**config.mk**
```make
export PLATFORM = sky130hd
export DESIGN_NAME = sprite_motion_controller_flat
export DESIGN_NICKNAME = d
export VERILOG_FILES = /design/src/rtl/sprite_motion_controller_pkg.sv /design/src/rtl/sprite_motion_controller_if.sv /design/src/rtl/sprite_motion_controller_axis.sv /design/src/rtl/sprite_motion_controller.sv /design/src/flat_wrapper.sv
export SDC_FILE = /design/constraint.sdc
export NUM_CORES = 1
export LEC_CHECK = 0
export BUFFER_PORTS_ARGS = -buffer_cell sky130_fd_sc_hd__buf_4
export CAP_MARGIN = 20
export CELL_PAD_IN_SITES_DETAIL_PLACEMENT = 2
export CELL_PAD_IN_SITES_GLOBAL_PLACEMENT = 2
export CORE_MARGIN = 10
export CORE_UTILIZATION = 32
export DETAILED_ROUTE_END_ITERATION = 10
export GPL_ROUTABILITY_DRIVEN = 1
export GPL_TIMING_DRIVEN = 0
export PLACE_DENSITY = 0.83
export SLEW_MARGIN = 5
export SYNTH_ARGS = -nofsm -noshare
export SYNTH_HDL_FRONTEND = slang
export SYNTH_SLANG_ARGS = --single-unit
```
**constraint.sdc**
```tcl
create_clock -name clk -period 6.88 [get_ports clk]
set_clock_uncertainty 0.2 [all_clocks]
set_input_delay 0.688 -clock clk [delete_from_list [all_inputs] [get_ports clk]]
set_output_delay 0.688 -clock clk [all_outputs]
set_load 0.02 [all_outputs]
```
**src/rtl/sprite_motion_controller_pkg.sv**
```systemverilog
//==============================================================================
// Module      : sprite_pkg
// Description : Shared constants for the sprite motion controller: edge modes,
//               hit-bit indices and the default coordinate width.
// Revision    : 1.0 - initial release
//==============================================================================
`default_nettype none

package sprite_pkg;

  localparam int DEF_CW = 10;

  typedef enum logic [1:0] {
    MODE_CLAMP  = 2'd0,
    MODE_WRAP   = 2'd1,
    MODE_BOUNCE = 2'd2,
    MODE_RSVD   = 2'd3
  } edge_mode_e;

  localparam int HIT_LEFT   = 0;
  localparam int HIT_RIGHT  = 1;
  localparam int HIT_TOP    = 2;
  localparam int HIT_BOTTOM = 3;

endpackage

`default_nettype wire

```
**src/rtl/sprite_motion_controller_if.sv**
```systemverilog
//==============================================================================
// Module      : sprite_motion_controller_if
// Description : Control inputs and motion outputs of the sprite controller.
//               The master drives buttons/ticks/loads; the slave is the engine.
// Revision    : 1.0 - initial release
//==============================================================================
`default_nettype none

interface sprite_motion_controller_if
  import sprite_pkg::*;
#(
  parameter int CW = DEF_CW
);

  logic                 refresh_tick_i;
  logic                 enable_i;
  logic                 btn_up_i;
  logic                 btn_down_i;
  logic                 btn_left_i;
  logic                 btn_right_i;
  logic [1:0]           mode_i;
  logic                 load_i;
  logic [2*CW-1:0]      load_pos_i;
  logic [2*CW-1:0]      position_o;
  logic signed [CW-1:0] vel_x_o;
  logic signed [CW-1:0] vel_y_o;
  logic [3:0]           hit_edge_o;
  logic                 moving_o;

  modport master (
    output refresh_tick_i, enable_i, btn_up_i, btn_down_i, btn_left_i,
           btn_right_i, mode_i, load_i, load_pos_i,
    input  position_o, vel_x_o, vel_y_o, hit_edge_o, moving_o
  );

  modport slave (
    input  refresh_tick_i, enable_i, btn_up_i, btn_down_i, btn_left_i,
           btn_right_i, mode_i, load_i, load_pos_i,
    output position_o, vel_x_o, vel_y_o, hit_edge_o, moving_o
  );

endinterface

`default_nettype wire

```
**src/rtl/sprite_motion_controller_axis.sv**
```systemverilog
//==============================================================================
// Module      : axis_motion
// Description : One axis of sprite motion: velocity ramp/decay with a speed
//               cap, position advance and clamp/wrap/bounce edge handling.
// Revision    : 1.0 - initial release
//==============================================================================
`default_nettype none

module axis_motion
  import sprite_pkg::*;
#(
  parameter int CW        = DEF_CW,
  parameter int LIM       = 610,
  parameter int INIT      = 300,
  parameter int ACCEL     = 1,
  parameter int DECEL     = 1,
  parameter int MAX_SPEED = 8
) (
  input  wire logic                 clk,
  input  wire logic                 rst_n,
  input  wire logic                 tick_i,
  input  wire logic                 load_i,
  input  wire logic [CW-1:0]        load_val_i,
  input  wire logic signed [1:0]    dir_i,
  input  wire logic [1:0]           mode_i,
  output logic [CW-1:0]             pos_o,
  output logic signed [CW-1:0]      vel_o,
  output logic signed [CW-1:0]      vel_nxt_o,
  output logic                      hit_lo_o,
  output logic                      hit_hi_o
);

  // Two guard bits hold the sign plus one overflow bit of pos + vel.
  localparam int                  W       = CW + 2;
  localparam logic signed [W-1:0] c_lim   = W'(LIM);
  localparam logic signed [W-1:0] c_span  = W'(LIM + 1);
  localparam logic signed [W-1:0] c_acc   = W'(ACCEL);
  localparam logic signed [W-1:0] c_dec   = W'(DECEL);
  localparam logic signed [W-1:0] c_max   = W'(MAX_SPEED);
  localparam logic [CW-1:0]       c_lim_u = CW'(LIM);
  localparam logic [CW-1:0]       c_init  = CW'(INIT);

  logic [CW-1:0]        pos_q, pos_d;
  logic signed [CW-1:0] vel_q, vel_d;
  logic                 hit_lo_q, hit_lo_d, hit_hi_q, hit_hi_d;
  logic signed [W-1:0]  v_cur, v_step, p_cand;
  logic [CW-1:0]        p_fix;
  logic signed [CW-1:0] v_fix;
  logic                 cross_lo, cross_hi;

  // Velocity step: accelerate toward the held direction or decay toward zero.
  always_comb begin
    v_cur  = {{2{vel_q[CW-1]}}, vel_q};
    v_step = v_cur;
    case (dir_i)
      2'b01:   v_step = (v_cur + c_acc > c_max) ? c_max : v_cur + c_acc;
      2'b11:   v_step = (v_cur - c_acc < -c_max) ? -c_max : v_cur - c_acc;
      default: begin
        if (v_cur > c_dec)       v_step = v_cur - c_dec;
        else if (v_cur < -c_dec) v_step = v_cur + c_dec;
        else                     v_step = '0;
      end
    endcase
  end

  // Candidate position and edge resolution; reserved mode behaves as clamp.
  always_comb begin
    p_cand   = $signed({2'b00, pos_q}) + v_step;
    cross_lo = p_cand[W-1];
    cross_hi = !p_cand[W-1] && (p_cand > c_lim);
    p_fix    = CW'(p_cand);
    v_fix    = CW'(v_step);
    case (edge_mode_e'(mode_i))
      MODE_WRAP: begin
        if (cross_lo)      p_fix = CW'(p_cand + c_span);
        else if (cross_hi) p_fix = CW'(p_cand - c_span);
      end
      MODE_BOUNCE: begin
        if (cross_lo) begin
          p_fix = CW'(-p_cand);
          v_fix = CW'(-v_step);
        end else if (cross_hi) begin
          p_fix = CW'(c_lim + c_lim - p_cand);
          v_fix = CW'(-v_step);
        end
      end
      default: begin
        if (cross_lo) begin
          p_fix = '0;
          v_fix = '0;
        end else if (cross_hi) begin
          p_fix = c_lim_u;
          v_fix = '0;
        end
      end
    endcase
  end

  // Next state: load beats tick; hit flags are single-cycle pulses.
  always_comb begin
    pos_d    = pos_q;
    vel_d    = vel_q;
    hit_lo_d = 1'b0;
    hit_hi_d = 1'b0;
    if (load_i) begin
      pos_d = (load_val_i > c_lim_u) ? c_lim_u : load_val_i;
      vel_d = '0;
    end else if (tick_i) begin
      pos_d    = p_fix;
      vel_d    = v_fix;
      hit_lo_d = cross_lo;
      hit_hi_d = cross_hi;
    end
  end

  // Axis state registers.
  always_ff @(posedge clk or negedge rst_n) begin
    if (!rst_n) begin
      pos_q    <= c_init;
      vel_q    <= '0;
      hit_lo_q <= 1'b0;
      hit_hi_q <= 1'b0;
    end else begin
      pos_q    <= pos_d;
      vel_q    <= vel_d;
      hit_lo_q <= hit_lo_d;
      hit_hi_q <= hit_hi_d;
    end
  end

  assign pos_o     = pos_q;
  assign vel_o     = vel_q;
  assign vel_nxt_o = vel_d;
  assign hit_lo_o  = hit_lo_q;
  assign hit_hi_o  = hit_hi_q;

endmodule

`default_nettype wire

```
**src/rtl/sprite_motion_controller.sv**
```systemverilog
//==============================================================================
// Module      : sprite_motion_controller
// Description : Frame-tick driven motion engine for one rectangular sprite.
//               Decodes buttons, runs one axis_motion per axis, packs outputs.
// Revision    : 1.0 - initial release
//==============================================================================
`default_nettype none

module sprite_motion_controller
  import sprite_pkg::*;
#(
  parameter int CW        = DEF_CW,
  parameter int X_MAX     = 640,
  parameter int Y_MAX     = 480,
  parameter int SIZE_X    = 30,
  parameter int SIZE_Y    = 30,
  parameter int INIT_X    = 300,
  parameter int INIT_Y    = 220,
  parameter int ACCEL     = 1,
  parameter int DECEL     = 1,
  parameter int MAX_SPEED = 8
) (
  input  wire logic clk,
  input  wire logic rst_n,
  sprite_motion_controller_if.slave bus
);

  logic signed [1:0]    dir_x, dir_y;
  logic                 tick;
  logic [CW-1:0]        pos_x, pos_y;
  logic signed [CW-1:0] vx_nxt, vy_nxt;
  logic                 hit_l, hit_r, hit_t, hit_b;
  logic                 moving_q;

  // Button decode: opposing buttons cancel to "no direction".
  always_comb begin
    dir_x = 2'b00;
    dir_y = 2'b00;
    if (bus.btn_right_i && !bus.btn_left_i)      dir_x = 2'b01;
    else if (bus.btn_left_i && !bus.btn_right_i) dir_x = 2'b11;
    if (bus.btn_down_i && !bus.btn_up_i)         dir_y = 2'b01;
    else if (bus.btn_up_i && !bus.btn_down_i)    dir_y = 2'b11;
  end

  assign tick = bus.refresh_tick_i && bus.enable_i;

  axis_motion #(
    .CW(CW), .LIM(X_MAX - SIZE_X), .INIT(INIT_X),
    .ACCEL(ACCEL), .DECEL(DECEL), .MAX_SPEED(MAX_SPEED)
  ) u_axis_x (
    .clk(clk), .rst_n(rst_n), .tick_i(tick), .load_i(bus.load_i),
    .load_val_i(bus.load_pos_i[CW-1:0]), .dir_i(dir_x), .mode_i(bus.mode_i),
    .pos_o(pos_x), .vel_o(bus.vel_x_o), .vel_nxt_o(vx_nxt),
    .hit_lo_o(hit_l), .hit_hi_o(hit_r)
  );

  axis_motion #(
    .CW(CW), .LIM(Y_MAX - SIZE_Y), .INIT(INIT_Y),
    .ACCEL(ACCEL), .DECEL(DECEL), .MAX_SPEED(MAX_SPEED)
  ) u_axis_y (
    .clk(clk), .rst_n(rst_n), .tick_i(tick), .load_i(bus.load_i),
    .load_val_i(bus.load_pos_i[2*CW-1:CW]), .dir_i(dir_y), .mode_i(bus.mode_i),
    .pos_o(pos_y), .vel_o(bus.vel_y_o), .vel_nxt_o(vy_nxt),
    .hit_lo_o(hit_t), .hit_hi_o(hit_b)
  );

  // Moving flag tracks the velocities that are about to be registered.
  always_ff @(posedge clk or negedge rst_n) begin
    if (!rst_n) moving_q <= 1'b0;
    else        moving_q <= (vx_nxt != '0) || (vy_nxt != '0);
  end

  // Output packing.
  always_comb begin
    bus.hit_edge_o             = '0;
    bus.hit_edge_o[HIT_LEFT]   = hit_l;
    bus.hit_edge_o[HIT_RIGHT]  = hit_r;
    bus.hit_edge_o[HIT_TOP]    = hit_t;
    bus.hit_edge_o[HIT_BOTTOM] = hit_b;
  end

  assign bus.position_o = {pos_y, pos_x};
  assign bus.moving_o   = moving_q;

endmodule

`default_nettype wire

```
**src/flat_wrapper.sv**
```systemverilog
// flat-port wrapper written by rule: the top's interface ports become plain ports
module sprite_motion_controller_flat import sprite_pkg::*;
#(
  parameter int CW        = DEF_CW,
  parameter int X_MAX     = 640,
  parameter int Y_MAX     = 480,
  parameter int SIZE_X    = 30,
  parameter int SIZE_Y    = 30,
  parameter int INIT_X    = 300,
  parameter int INIT_Y    = 220,
  parameter int ACCEL     = 1,
  parameter int DECEL     = 1,
  parameter int MAX_SPEED = 8
)
  (clk, rst_n, bus_refresh_tick_i, bus_enable_i, bus_btn_up_i, bus_btn_down_i, bus_btn_left_i, bus_btn_right_i, bus_mode_i, bus_load_i, bus_load_pos_i, bus_position_o, bus_vel_x_o, bus_vel_y_o, bus_hit_edge_o, bus_moving_o);
  sprite_motion_controller_if #(.CW(CW)) bus_i ();
  input  wire logic clk;
  input  wire logic rst_n;
  input wire logic [$bits(bus_i.refresh_tick_i)-1:0] bus_refresh_tick_i;
  input wire logic [$bits(bus_i.enable_i)-1:0] bus_enable_i;
  input wire logic [$bits(bus_i.btn_up_i)-1:0] bus_btn_up_i;
  input wire logic [$bits(bus_i.btn_down_i)-1:0] bus_btn_down_i;
  input wire logic [$bits(bus_i.btn_left_i)-1:0] bus_btn_left_i;
  input wire logic [$bits(bus_i.btn_right_i)-1:0] bus_btn_right_i;
  input wire logic [$bits(bus_i.mode_i)-1:0] bus_mode_i;
  input wire logic [$bits(bus_i.load_i)-1:0] bus_load_i;
  input wire logic [$bits(bus_i.load_pos_i)-1:0] bus_load_pos_i;
  output wire logic [$bits(bus_i.position_o)-1:0] bus_position_o;
  output wire logic [$bits(bus_i.vel_x_o)-1:0] bus_vel_x_o;
  output wire logic [$bits(bus_i.vel_y_o)-1:0] bus_vel_y_o;
  output wire logic [$bits(bus_i.hit_edge_o)-1:0] bus_hit_edge_o;
  output wire logic [$bits(bus_i.moving_o)-1:0] bus_moving_o;
  assign bus_i.refresh_tick_i = bus_refresh_tick_i;
  assign bus_i.enable_i = bus_enable_i;
  assign bus_i.btn_up_i = bus_btn_up_i;
  assign bus_i.btn_down_i = bus_btn_down_i;
  assign bus_i.btn_left_i = bus_btn_left_i;
  assign bus_i.btn_right_i = bus_btn_right_i;
  assign bus_i.mode_i = bus_mode_i;
  assign bus_i.load_i = bus_load_i;
  assign bus_i.load_pos_i = bus_load_pos_i;
  assign bus_position_o = bus_i.position_o;
  assign bus_vel_x_o = bus_i.vel_x_o;
  assign bus_vel_y_o = bus_i.vel_y_o;
  assign bus_hit_edge_o = bus_i.hit_edge_o;
  assign bus_moving_o = bus_i.moving_o;
  sprite_motion_controller #(.CW(CW), .X_MAX(X_MAX), .Y_MAX(Y_MAX), .SIZE_X(SIZE_X), .SIZE_Y(SIZE_Y), .INIT_X(INIT_X), .INIT_Y(INIT_Y), .ACCEL(ACCEL), .DECEL(DECEL), .MAX_SPEED(MAX_SPEED)) u_core (.clk(clk), .rst_n(rst_n), .bus(bus_i));
endmodule
```
==> reports/metrics.yaml, run 1 <==
worst_setup_path:
  cp_top_family: "simple AND/OR/NAND/NOR gates"
  cp_common_cell: "buf_4"
  reg2regPathDepth: 27
  cpPeakStageDelay_ns: 0.56
  crit_required_ns: 6.82
  worst-path-stages: 27
  r2r-end: "u_core.bus.moving_o$_DFF_PN0_"
  reg2reg_setup_slack_ns: 0.02
  timing.rr.start: "u_core.u_axis_y.vel_o[6]$_DFF_PN0_"
  path_max_fanout: 10
  worstSetupEndpointType: "register"
  crit_type: "register to register"
  worstSetupStartpointType: "register"
  arrival_ns: 6.79
  crit_buf_inv: 4
  critPathSlowestCell: "or4_4"
pwr:
  p_switching_mw: 3.545
  combinationalPowerShare_pct: 89.3
  power.share.clock_pct: 4.2
  worst_ir_drop_vdd_v: 0.0001835
  p_sw_share_pct: 57.69
  p_per_area_nw_per_um2: 616.1
  seqPwrFrac_pct: 6.5
  leakage_nw: 4.072
  p_int_mw: 2.599
cts:
  cts-root-buf: "clkbuf_16"
  cts_tree: "built"
  insertion_delay_ns: 0.31
  cts_buffers: 5
  clk_pin_slew_worst_paths_ns: 0.07
  hold_buffers: 0
  clock_sinks: 45
  h-tree-depth: 2
  clockBufferDepth: 2
yosys:
  ys_seq_area_share_pct: 14.70
  synth_edf_count: 0
  synth_fp_nets: 1164
  ys_async_sr_fraction_pct: 100.0
  synthDistinctLibCells: 104
  syn-mean-instance-area_um2: 7.151
  synth_cells: 1082
  ys.flop_type: "dfrtp_1"
  yosys.area.top_type_share_pct: 11.64
  ys_ff_latch: 45
  synth_warnings: 0
  netlist_area_um2: 7737
  synth_largest_area_cell: "dfrtp_1"
  synth.top_cells.by_area: "dfrtp_1 12%, ha_1 7.9%, nand2_1 4.9%, nor2_1 4.8%, a21oi_1 4.5%"
timing:
  fin_crit_sh_pct: 99.68
  rsz0062_at_grt: "yes"
  slew_violations: 0
  slew_headroom_pct: 39.31
  worst_slack_ns: 0.02192
  min_period_ns: 6.858
  worst_pin_slew_ns: 0.9069
  max_freq_mhz: 145.8
  hold_viol: 0
  setup_viol: 0
worst_hold_path:
  hold_class: "input port to asynchronous set/reset pin"
grt:
  antenna_found_initial: 0
  grt_first_pass_wirelength_mm: 61.77
  grt_usage_pct: 24.70
  overflow: 0
  grt_pass1_vias: 10446
  grt_start_max_net_pins: 46
placed_design:
  place_inst: 1475
  gp_congestion: 0.9238
  portBuffers: 74
  dp_slack_ns: -2.117
  dp_hpwl_mm: 29.09
route:
  wl_per_cell_um: 26.96
  drtIter0Drc: 878
  ant_nets: 0
  detail_route.vias_per_cell: 6.507
  num_vias: 9982
  firstDrtPassIters: 7
  wirelength_mm: 41.35
  drc_errors: 0
cells_and_area:
  diodes: 0
  instances_no_fill: 1534
  area_growth_pct: 28.88
  final_cell_mix: "144 x buf_4, 99 x nand2_1, 97 x nor2_1, 64 x a21oi_1, 57 x o21ai_0"
  final_common_cell: "buf_4"
  layout-drive-gt1-share_pct: 25.51
  nNetsFinal: 1296
floorplan:
  rows: 56
  core_area_um2: 23610
  die-area_um2: 30800
  ios: 76
  fp.dieH_um: 175.5
  die_w_um: 175.5
  start_util_pct: 32.77
run:
  drv_cap: 0
outcome:
  status: "complete, no violations"
-- area by class of cell --
cell class / instances / area (µm²)
Sequential cell: 45 / 1147
Fill cell: 2766 / 13640
Inverter: 54 / 205.2
Clock inverter: 2 / 10.01
Multi-Input combinational cell: 906 / 6698
Clock buffer: 6 / 128.9
Buffer: 71 / 400.4
Tap cell: 319 / 399.1
Timing Repair Buffer: 131 / 983.4
-- worst max path at each step --
| stage | startpoint | endpoint |
|---|---|---|
| after floorplan | u_core.u_axis_y.vel_o[5]$_DFF_PN0_ | u_core.bus.moving_o$_DFF_PN0_ |
| after global placement | u_core.u_axis_y.vel_o[1]$_DFF_PN0_ | u_core.bus.moving_o$_DFF_PN0_ |
| after detailed placement | u_core.u_axis_y.vel_o[1]$_DFF_PN0_ | u_core.u_axis_y.pos_o[1]$_DFFE_PN0P_ |
| after CTS | u_core.u_axis_x.vel_o[0]$_DFF_PN0_ | u_core.bus.moving_o$_DFF_PN0_ |
| after global routing | u_core.u_axis_y.vel_o[5]$_DFF_PN0_ | u_core.bus.moving_o$_DFF_PN0_ |
| final | u_core.u_axis_y.vel_o[6]$_DFF_PN0_ | u_core.bus.moving_o$_DFF_PN0_ |
-- logic make-up (layout without fill, tap and decap cells) --
logic type                 after synthesis  after routing  synth area share, %
AOI/OAI and AO/OA                      385            385                35.69
DFF                                     45             45                14.70
adders and majority gates               52             52                8.571
muxes                                    6              6               0.7924
and+or+nand+nor                        404            404                26.46
buffers and inverters                  131            264                7.018
xor gates and xnor gates                59             59                6.776
-- worst reg2reg max path: cells and delay by family (launching register included) --
kind / cells / cell delay [ns]
flip-flops: 1 / 0.40
buffers and inverters: 4 / 0.67
AO/OA/AOI/OAI: 9 / 2.02
adder cells (fa/ha/maj): 2 / 0.55
AND/OR/NAND/NOR: 12 / 2.87
-- power groups by stage --
stage	clock, mW	sequential (mW)	combinational (mW)
after floorplan	0	0.432	3.07
after global placement	0	0.397	4.18
after detailed placement	0	0.398	4.33
after CTS	0.255	0.397	4.94
after global routing	0.268	0.408	5.91
final	0.257	0.402	5.48
-- through the flow --
step | power (mW) | instance area, µm² | TNS, ns | utilization, % | hold WS (ns)
2_1_floorplan | 3.499 | 7737 | 0 | - | 0.1924
3_3_place_gp | 4.576 | 8692 | -43.60 | 36.81 | 0.3304
6_report | 6.144 | 9972 | 0 | 42.23 | 0.1988
3_5_place_dp | 4.724 | 8692 | -53.51 | 36.81 | 0.3495
5_1_grt | 6.585 | 9972 | -0.5481 | 42.23 | 0.2394
4_1_cts | 5.588 | 9489 | 0 | 40.19 | 0.2360
-- cell usage after synthesis, types with 9 or more instances --
library cell / count
nand3_1: 42
o21ai_1: 14
o31ai_1: 16
inv_1: 51
and2_1: 9
o31a_1: 11
o22ai_1: 10
or3_1: 15
clkbuf_1: 53
a22oi_1: 13
nand2_1: 102
dfstp_2: 9
ha_1: 49
a31oi_1: 27
nand4_1: 14
nor2_1: 98
o21ai_0: 64
xnor2_1: 38
a21oi_1: 70
o211ai_1: 13
and3_1: 16
a32oi_1: 11
nor3_1: 31
nand2b_1: 10
nor4_1: 14
dfrtp_1: 36
buf_2: 14
xor2_1: 20
-- routing by layer --
metal	global-route usage [%]	vias to the layer above	routed length (µm)
li1	-	4364	-
met4	6.146	0	1062
met2	41.80	397	20090
met5	0	-	0
met3	3.431	82	2328
met1	32.28	5139	17870
-- sequential cells by signal (all words and copies together), names as in the netlist --
name,flops
u_core.u_axis_y.pos_o,10
u_core.u_axis_y.vel_o,10
u_core.u_axis_x.hit_hi_o,1
u_core.u_axis_x.vel_o,10
u_core.u_axis_y.hit_lo_o,1
u_core.u_axis_x.pos_o,10
u_core.u_axis_y.hit_hi_o,1
u_core.u_axis_x.hit_lo_o,1
u_core.bus.moving_o,1
-- what timing repair did --
action	4_1_cts	5_1_grt
pin swaps	25	27
gates resized for setup	104	80
setup endpoints to repair	44	27
setup buffers	27	30
Power figures use the tool's default switching activity.
==> run 2: changes to the inputs <==
--- a/config.mk
+++ b/config.mk
@@ -10,11 +10,11 @@
 export CELL_PAD_IN_SITES_DETAIL_PLACEMENT = 2
 export CELL_PAD_IN_SITES_GLOBAL_PLACEMENT = 2
 export CORE_MARGIN = 10
-export CORE_UTILIZATION = 32
+export CORE_UTILIZATION = 38
 export DETAILED_ROUTE_END_ITERATION = 10
-export GPL_ROUTABILITY_DRIVEN = 1
+export GPL_ROUTABILITY_DRIVEN = 0
 export GPL_TIMING_DRIVEN = 0
-export PLACE_DENSITY = 0.83
+export PLACE_DENSITY = 0.92
 export SLEW_MARGIN = 5
 export SYNTH_ARGS = -nofsm -noshare
 export SYNTH_HDL_FRONTEND = slang
==> constraint.sdc (replaced) <==
create_clock -name clk -period 8 [get_ports clk]
set_clock_uncertainty 0.2 [all_clocks]
set_input_delay 0.8 -clock clk [delete_from_list [all_inputs] [get_ports clk]]
set_output_delay 0.8 -clock clk [all_outputs]
set_load 0.02 [all_outputs]
==> reports/metrics.yaml, run 2 (synthesized netlist as in run 1, its figures left out) <==
route:
  ant_nets: 0  # unchanged
  num_vias: 10096  # +1.1%
  wirelength_mm: 41.57  # +0.54%
  drtIter0Drc: 1055  # +20%
  drc_errors: 0  # unchanged
  firstDrtPassIters: 6  # -1
  detail_route.vias_per_cell: 7.011  # +7.7%
  wl_per_cell_um: 28.87  # +7.1%
grt:
  grt_start_max_net_pins: 46  # unchanged
  overflow: 0  # unchanged
  grt_first_pass_wirelength_mm: 62.30  # +0.86%
  grt_pass1_vias: 10487  # +0.39%
  grt_usage_pct: 29.13  # +4.4 points
  antenna_found_initial: 1  # +1
worst_setup_path:
  crit_required_ns: 7.95  # +1.13 ns
  critPathSlowestCell: "or4_1"
  arrival_ns: 7.85  # +1.06 ns
  cpPeakStageDelay_ns: 0.63  # +0.07 ns
  worstSetupStartpointType: "register"
  crit_type: "register to register"
  timing.rr.start: "u_core.u_axis_x.vel_o[3]$_DFF_PN0_"
  reg2regPathDepth: 28  # +3.7%
  r2r-end: "u_core.u_axis_x.pos_o[0]$_DFFE_PN0P_"
  path_max_fanout: 10  # unchanged
  worstSetupEndpointType: "register"
  reg2reg_setup_slack_ns: 0.1  # +0.08 ns
cts:
  clockBufferDepth: 2  # unchanged
  cts_tree: "built"
  insertion_delay_ns: 0.31  # about the same
  clk_pin_slew_worst_paths_ns: 0.07  # about the same
  h-tree-depth: 2  # unchanged
  clock_sinks: 45  # unchanged
  hold_buffers: 0  # unchanged
  cts_buffers: 5  # unchanged
  cts-root-buf: "clkbuf_16"
timing:
  hold_viol: 0  # unchanged
  fin_crit_sh_pct: 98.79  # -0.89 points
  worst_pin_slew_ns: 1.036  # +0.1293 ns
  worst_slack_ns: 0.09699  # +0.07507 ns
  slew_headroom_pct: 30.28  # -9.0 points
  setup_viol: 0  # unchanged
  min_period_ns: 7.903  # +1.045 ns
  timing.hold.ws_ns: 0.3404  # +0.1416 ns
  max_freq_mhz: 126.5  # -13%
  slew_violations: 0  # unchanged
cells_and_area:
  final_area_um2: 9064  # -9.1%
  diodes: 0  # unchanged
  nNetsFinal: 1251  # -3.5%
  final_common_cell: "nand2_1"
  instances_no_fill: 1440  # -6.1%
  fillers: 2323  # -16%
  area_growth_pct: 17.14
  final_cell_mix: "101 x nand2_1, 98 x nor2_1, 88 x buf_4, 69 x a21oi_1, 63 x o21ai_0"
  layout-drive-gt1-share_pct: 16.32  # -9.2 points
floorplan:
  fp.dieH_um: 162.7  # -7.3%
  rows: 52  # -7.1%
  start_util_pct: 38.49  # +5.7 points
  die-area_um2: 26470  # -14%
  ios: 76  # unchanged
  die_w_um: 162.7  # -7.3%
  core_area_um2: 20100  # -15%
run:
  drv_cap: 0  # unchanged
pwr:
  leakage_nw: 3.742  # -8.1%
  finalPower_mw: 4.849  # -21%
  p_per_area_nw_per_um2: 535.0  # -13%
  worst_ir_drop_vdd_v: 0.0002981  # +62%
placed_design:
  portBuffers: 74  # unchanged
  dp_slack_ns: -0.8512  # +1.265 ns
  dp_hpwl_mm: 30.62  # +5.3%
  placed_area_um2: 8631  # -0.71%
  place_inst: 1426  # -3.3%
outcome:
  status: "complete, no violations"
worst_hold_path:
  hold_class: "input port to asynchronous set/reset pin"
[run 2: cell count changes in the layout (fill, tap and decap cells not counted), moves of 6 or more]
cell      before  now
clkbuf_1      35   47
ha_4           8    1
dfrtp_1       30   36
ha_1          39   48
buf_4        144   88
buf_2          7   15
o21ai_0       57   63
[run 2: worst max-delay path, delay by kind of cell, from the launching register on]
kind / cells / cell delay, ns
AOI/OAI and AO/OA: 11 / 2.57
muxes: 1 / 0.13
DFF: 1 / 0.50
and+or+nand+nor: 9 / 2.22
adders and majority gates: 3 / 1.30
buffers and inverters: 4 / 0.80
[run 2: where the power goes]
part | switching, mW | internal, mW | leakage [nW]
combinational | 2.81 | 1.47 | 3.10
sequential | 0.0620 | 0.281 | 0.571
clock | 0.103 | 0.125 | 0.0712
total | 2.98 | 1.87 | 3.74
[run 2: worst max-delay path by stage]
stage	from	endpoint	slack, ns
2_1_floorplan	u_core.u_axis_y.vel_o[5]$_DFF_PN0_	u_core.bus.moving_o$_DFF_PN0_	1.12
3_5_place_dp	u_core.u_axis_y.vel_o[0]$_DFF_PN0_	u_core.bus.moving_o$_DFF_PN0_	-0.85
6_report	u_core.u_axis_x.vel_o[3]$_DFF_PN0_	u_core.u_axis_x.pos_o[0]$_DFFE_PN0P_	0.1
3_3_place_gp	u_core.u_axis_y.vel_o[0]$_DFF_PN0_	u_core.bus.moving_o$_DFF_PN0_	-0.58
4_1_cts	u_core.u_axis_y.vel_o[3]$_DFF_PN0_	u_core.bus.moving_o$_DFF_PN0_	0.006
5_1_grt	u_core.u_axis_x.vel_o[0]$_DFF_PN0_	u_core.u_axis_x.pos_o[0]$_DFFE_PN0P_	-0.20
[run 2: cell type report]
cell class | count | area, µm² | share of cell area (%)
inverter | 54 | 202.7 | 2.236
clock buffer | 8 | 146.4 | 1.615
tap | 270 | 337.8 | 3.727
multi-input combinational | 906 | 6276 | 69.24
sequential | 45 | 1137 | 12.55
timing repair buffer | 83 | 623.1 | 6.875
buffer | 74 | 340.3 | 3.755
[run 2: through the flow]
stage	TNS [ns]	utilization, %
6_report	0	45.08
5_1_grt	-0.2575	45.08
2_1_floorplan	0	-
4_1_cts	0	43.95
3_5_place_dp	-10.36	42.93
3_3_place_gp	-4.764	42.93
[run 2: timing repair]
item,in CTS,in global routing
gates cloned,0,0
setup buffers,0,9
pin swaps,0,5
endpoints found under the setup margin,23,20
resized for setup,13,36
[run 2: routing by layer]
| layer | global-route usage, % | share of wire (%) |
|---|---|---|
| met5 | 0 | 0.031 |
| met4 | 8.443 | 3.7 |
| met1 | 36.88 | 41 |
| met2 | 49.31 | 47 |
| met3 | 5.233 | 7.5 |
==> run 3: changes to the inputs <==
--- a/config.mk
+++ b/config.mk
@@ -6,7 +6,6 @@
 export NUM_CORES = 1
 export LEC_CHECK = 0
 export BUFFER_PORTS_ARGS = -buffer_cell sky130_fd_sc_hd__buf_4
-export CAP_MARGIN = 20
 export CELL_PAD_IN_SITES_DETAIL_PLACEMENT = 2
 export CELL_PAD_IN_SITES_GLOBAL_PLACEMENT = 2
 export CORE_MARGIN = 10
@@ -15,6 +14,7 @@
 export GPL_ROUTABILITY_DRIVEN = 0
 export GPL_TIMING_DRIVEN = 0
 export PLACE_DENSITY = 0.92
+export RECOVER_POWER = 50
 export SLEW_MARGIN = 5
 export SYNTH_ARGS = -nofsm -noshare
 export SYNTH_HDL_FRONTEND = slang
==> reports/metrics.yaml, run 3 (synthesized netlist as in run 1, its figures left out) <==
outcome:
  violations: "capacitance limit, slew limit"
  status: "finished with violations"
worst_hold_path:
  hold_class: "register to register"
  hold_end: "u_core.u_axis_y.pos_o[2]$_DFFE_PN1P_"
  min-delay-start: "u_core.u_axis_y.pos_o[2]$_DFFE_PN1P_"
  whs_path_depth: 2
floorplan:
  rows: 52  # unchanged
  core_area_um2: 20100  # unchanged
  die_w_um: 162.7  # unchanged
  die-area_um2: 26470  # unchanged
  ios: 76  # unchanged
  start_util_pct: 38.49  # unchanged
  fp.dieH_um: 162.7  # unchanged
timing:
  worst_pin_slew_ns: 2.891  # +1.854 ns
  fin_crit_sh_pct: 99.11  # +0.32 points
  max_freq_mhz: 126.1  # -0.32%
  worst_slack_ns: 0.07146  # -0.02553 ns
  hold_viol: 0  # unchanged
  slew_violations: 46  # +46
  min_period_ns: 7.929  # +0.02553 ns
  slew_headroom_pct: -92.71  # -120 points
  setup_viol: 0  # unchanged
placed_design:
  dp_slack_ns: -0.8512  # unchanged
  dp_hpwl_mm: 30.62  # unchanged
  portBuffers: 74  # unchanged
pwr:
  leakage_nw: 3.651  # -2.4%
  finalPower_mw: 4.834  # -0.32%
  worst_ir_drop_vdd_v: 0.0002992  # +0.39%
  p_per_area_nw_per_um2: 538.4  # +0.64%
route:
  drc_errors: 0  # unchanged
  ant_nets: 0  # unchanged
  wl_per_cell_um: 28.84  # -0.11%
  drtIter0Drc: 1087  # +3.0%
  num_vias: 10094  # -0.020%
  detail_route.vias_per_cell: 7.010  # about the same
  firstDrtPassIters: 6  # unchanged
  wirelength_mm: 41.53  # -0.11%
cells_and_area:
  final_cell_mix: "101 x nand2_1, 98 x nor2_1, 70 x clkbuf_1, 69 x a21oi_1, 65 x buf_4"
  area_growth_pct: 16.03
  diodes: 0  # unchanged
  nNetsFinal: 1251  # unchanged
  fillers: 2351  # +1.2%
  final_common_cell: "nand2_1"
  layout-drive-gt1-share_pct: 14.36  # -2.0 points
grt:
  grt_start_max_net_pins: 46  # unchanged
  grt_pass1_vias: 10487  # unchanged
  grt_usage_pct: 29.13  # unchanged
  overflow: 0  # unchanged
  grt_first_pass_wirelength_mm: 62.30  # unchanged
  antenna_found_initial: 1  # unchanged
worst_setup_path:
  critPathSlowestCell: "or4_1"
  r2r-end: "u_core.u_axis_x.pos_o[0]$_DFFE_PN0P_"
  path_max_fanout: 10  # unchanged
  worstSetupEndpointType: "register"
  timing.rr.start: "u_core.u_axis_x.vel_o[3]$_DFF_PN0_"
  crit_type: "register to register"
  cpPeakStageDelay_ns: 0.63  # about the same
  worstSetupStartpointType: "register"
  crit_required_ns: 7.95  # about the same
  arrival_ns: 7.88  # +0.03 ns
  reg2regPathDepth: 28  # unchanged
  reg2reg_setup_slack_ns: 0.07  # -0.03 ns
cts:
  cts_tree: "built"
  insertion_delay_ns: 0.31  # about the same
  cts-root-buf: "clkbuf_16"
  cts_buffers: 5  # unchanged
  clock_sinks: 45  # unchanged
  clk_pin_slew_worst_paths_ns: 0.07  # about the same
  h-tree-depth: 2  # unchanged
  clockBufferDepth: 2  # unchanged
  hold_buffers: 0  # unchanged
run:
  drv_cap: 1  # +1
## run 3: cell count changes in the layout (fill, tap and decap cells not counted)
cell      change
buf_4        -23
clkbuf_1     +23
## run 3: metrics by stage
step                      util, %  instance area [µm²]  hold slack (ns)  setup TNS [ns]  std cells
after floorplan                 -                 7737           0.3044               0       1082
after global placement      42.93                 8631           0.3259          -4.764       1426
after detailed placement    42.93                 8631           0.3516          -10.36       1426
after CTS                   43.95                 8836           0.3532               0       1433
after global routing        44.65                 8977           0.3982         -0.2549       1440
final                       44.65                 8977           0.3586               0       1440
## run 3: critical path, delay by kind of cell, from the launching register on
| family | cells | cell delay, ns |
|---|---|---|
| adders and majority gates | 3 | 1.29 |
| buffers and inverters | 4 | 0.81 |
| AOI/OAI and AO/OA | 11 | 2.59 |
| muxes | 1 | 0.13 |
| and+or+nand+nor | 9 | 2.23 |
| DFF | 1 | 0.50 |
## run 3: final cells by class
type,instances,area [µm²],share of cell area [%]
multi-input cells,906,6276,69.91
flip-flops and latches,45,1137,12.67
repair buffers,83,536.8,5.979
plain buffers,74,340.3,3.791
well taps,270,337.8,3.763
inverters,54,202.7,2.258
clock buffers,8,146.4,1.631
## run 3: how the worst max path moves through the flow
stage | start | end | slack, ns | depth (start not counted)
after floorplan | u_core.u_axis_y.vel_o[5]$_DFF_PN0_ | u_core.bus.moving_o$_DFF_PN0_ | 1.12 | 26
after global placement | u_core.u_axis_y.vel_o[0]$_DFF_PN0_ | u_core.bus.moving_o$_DFF_PN0_ | -0.58 | 27
after detailed placement | u_core.u_axis_y.vel_o[0]$_DFF_PN0_ | u_core.bus.moving_o$_DFF_PN0_ | -0.85 | 27
after CTS | u_core.u_axis_y.vel_o[3]$_DFF_PN0_ | u_core.bus.moving_o$_DFF_PN0_ | 0.006 | 27
after global routing | u_core.u_axis_x.vel_o[0]$_DFF_PN0_ | u_core.u_axis_x.pos_o[0]$_DFFE_PN0P_ | -0.20 | 30
final | u_core.u_axis_x.vel_o[3]$_DFF_PN0_ | u_core.u_axis_x.pos_o[0]$_DFFE_PN0P_ | 0.07 | 28
## run 3: power breakdown
group	leakage, nW	switching (mW)	internal, mW	total, mW
clock network	0.0712	0.102	0.125	0.228
registers	0.571	0.0618	0.281	0.343
logic	3.01	2.81	1.45	4.26
total	3.65	2.98	1.85	4.83
## run 3: timing repair
action                     in CTS  in global routing
cloned                          0                  0
setup buffers                   0                  9
setup endpoints to repair      23                 20
resized for setup              13                 36
pin swaps                       0                  5
## run 3: metal layers
| layer | GRT usage [%] | vias to the layer above | wire length, µm |
|---|---|---|---|
| met5 | 0 | - | 13 |
| met1 | 36.88 | 5129 | 17060 |
| met4 | 8.443 | 2 | 1530 |
| li1 | - | 4261 | - |
| met3 | 5.233 | 140 | 3153 |
| met2 | 49.31 | 562 | 19770 |
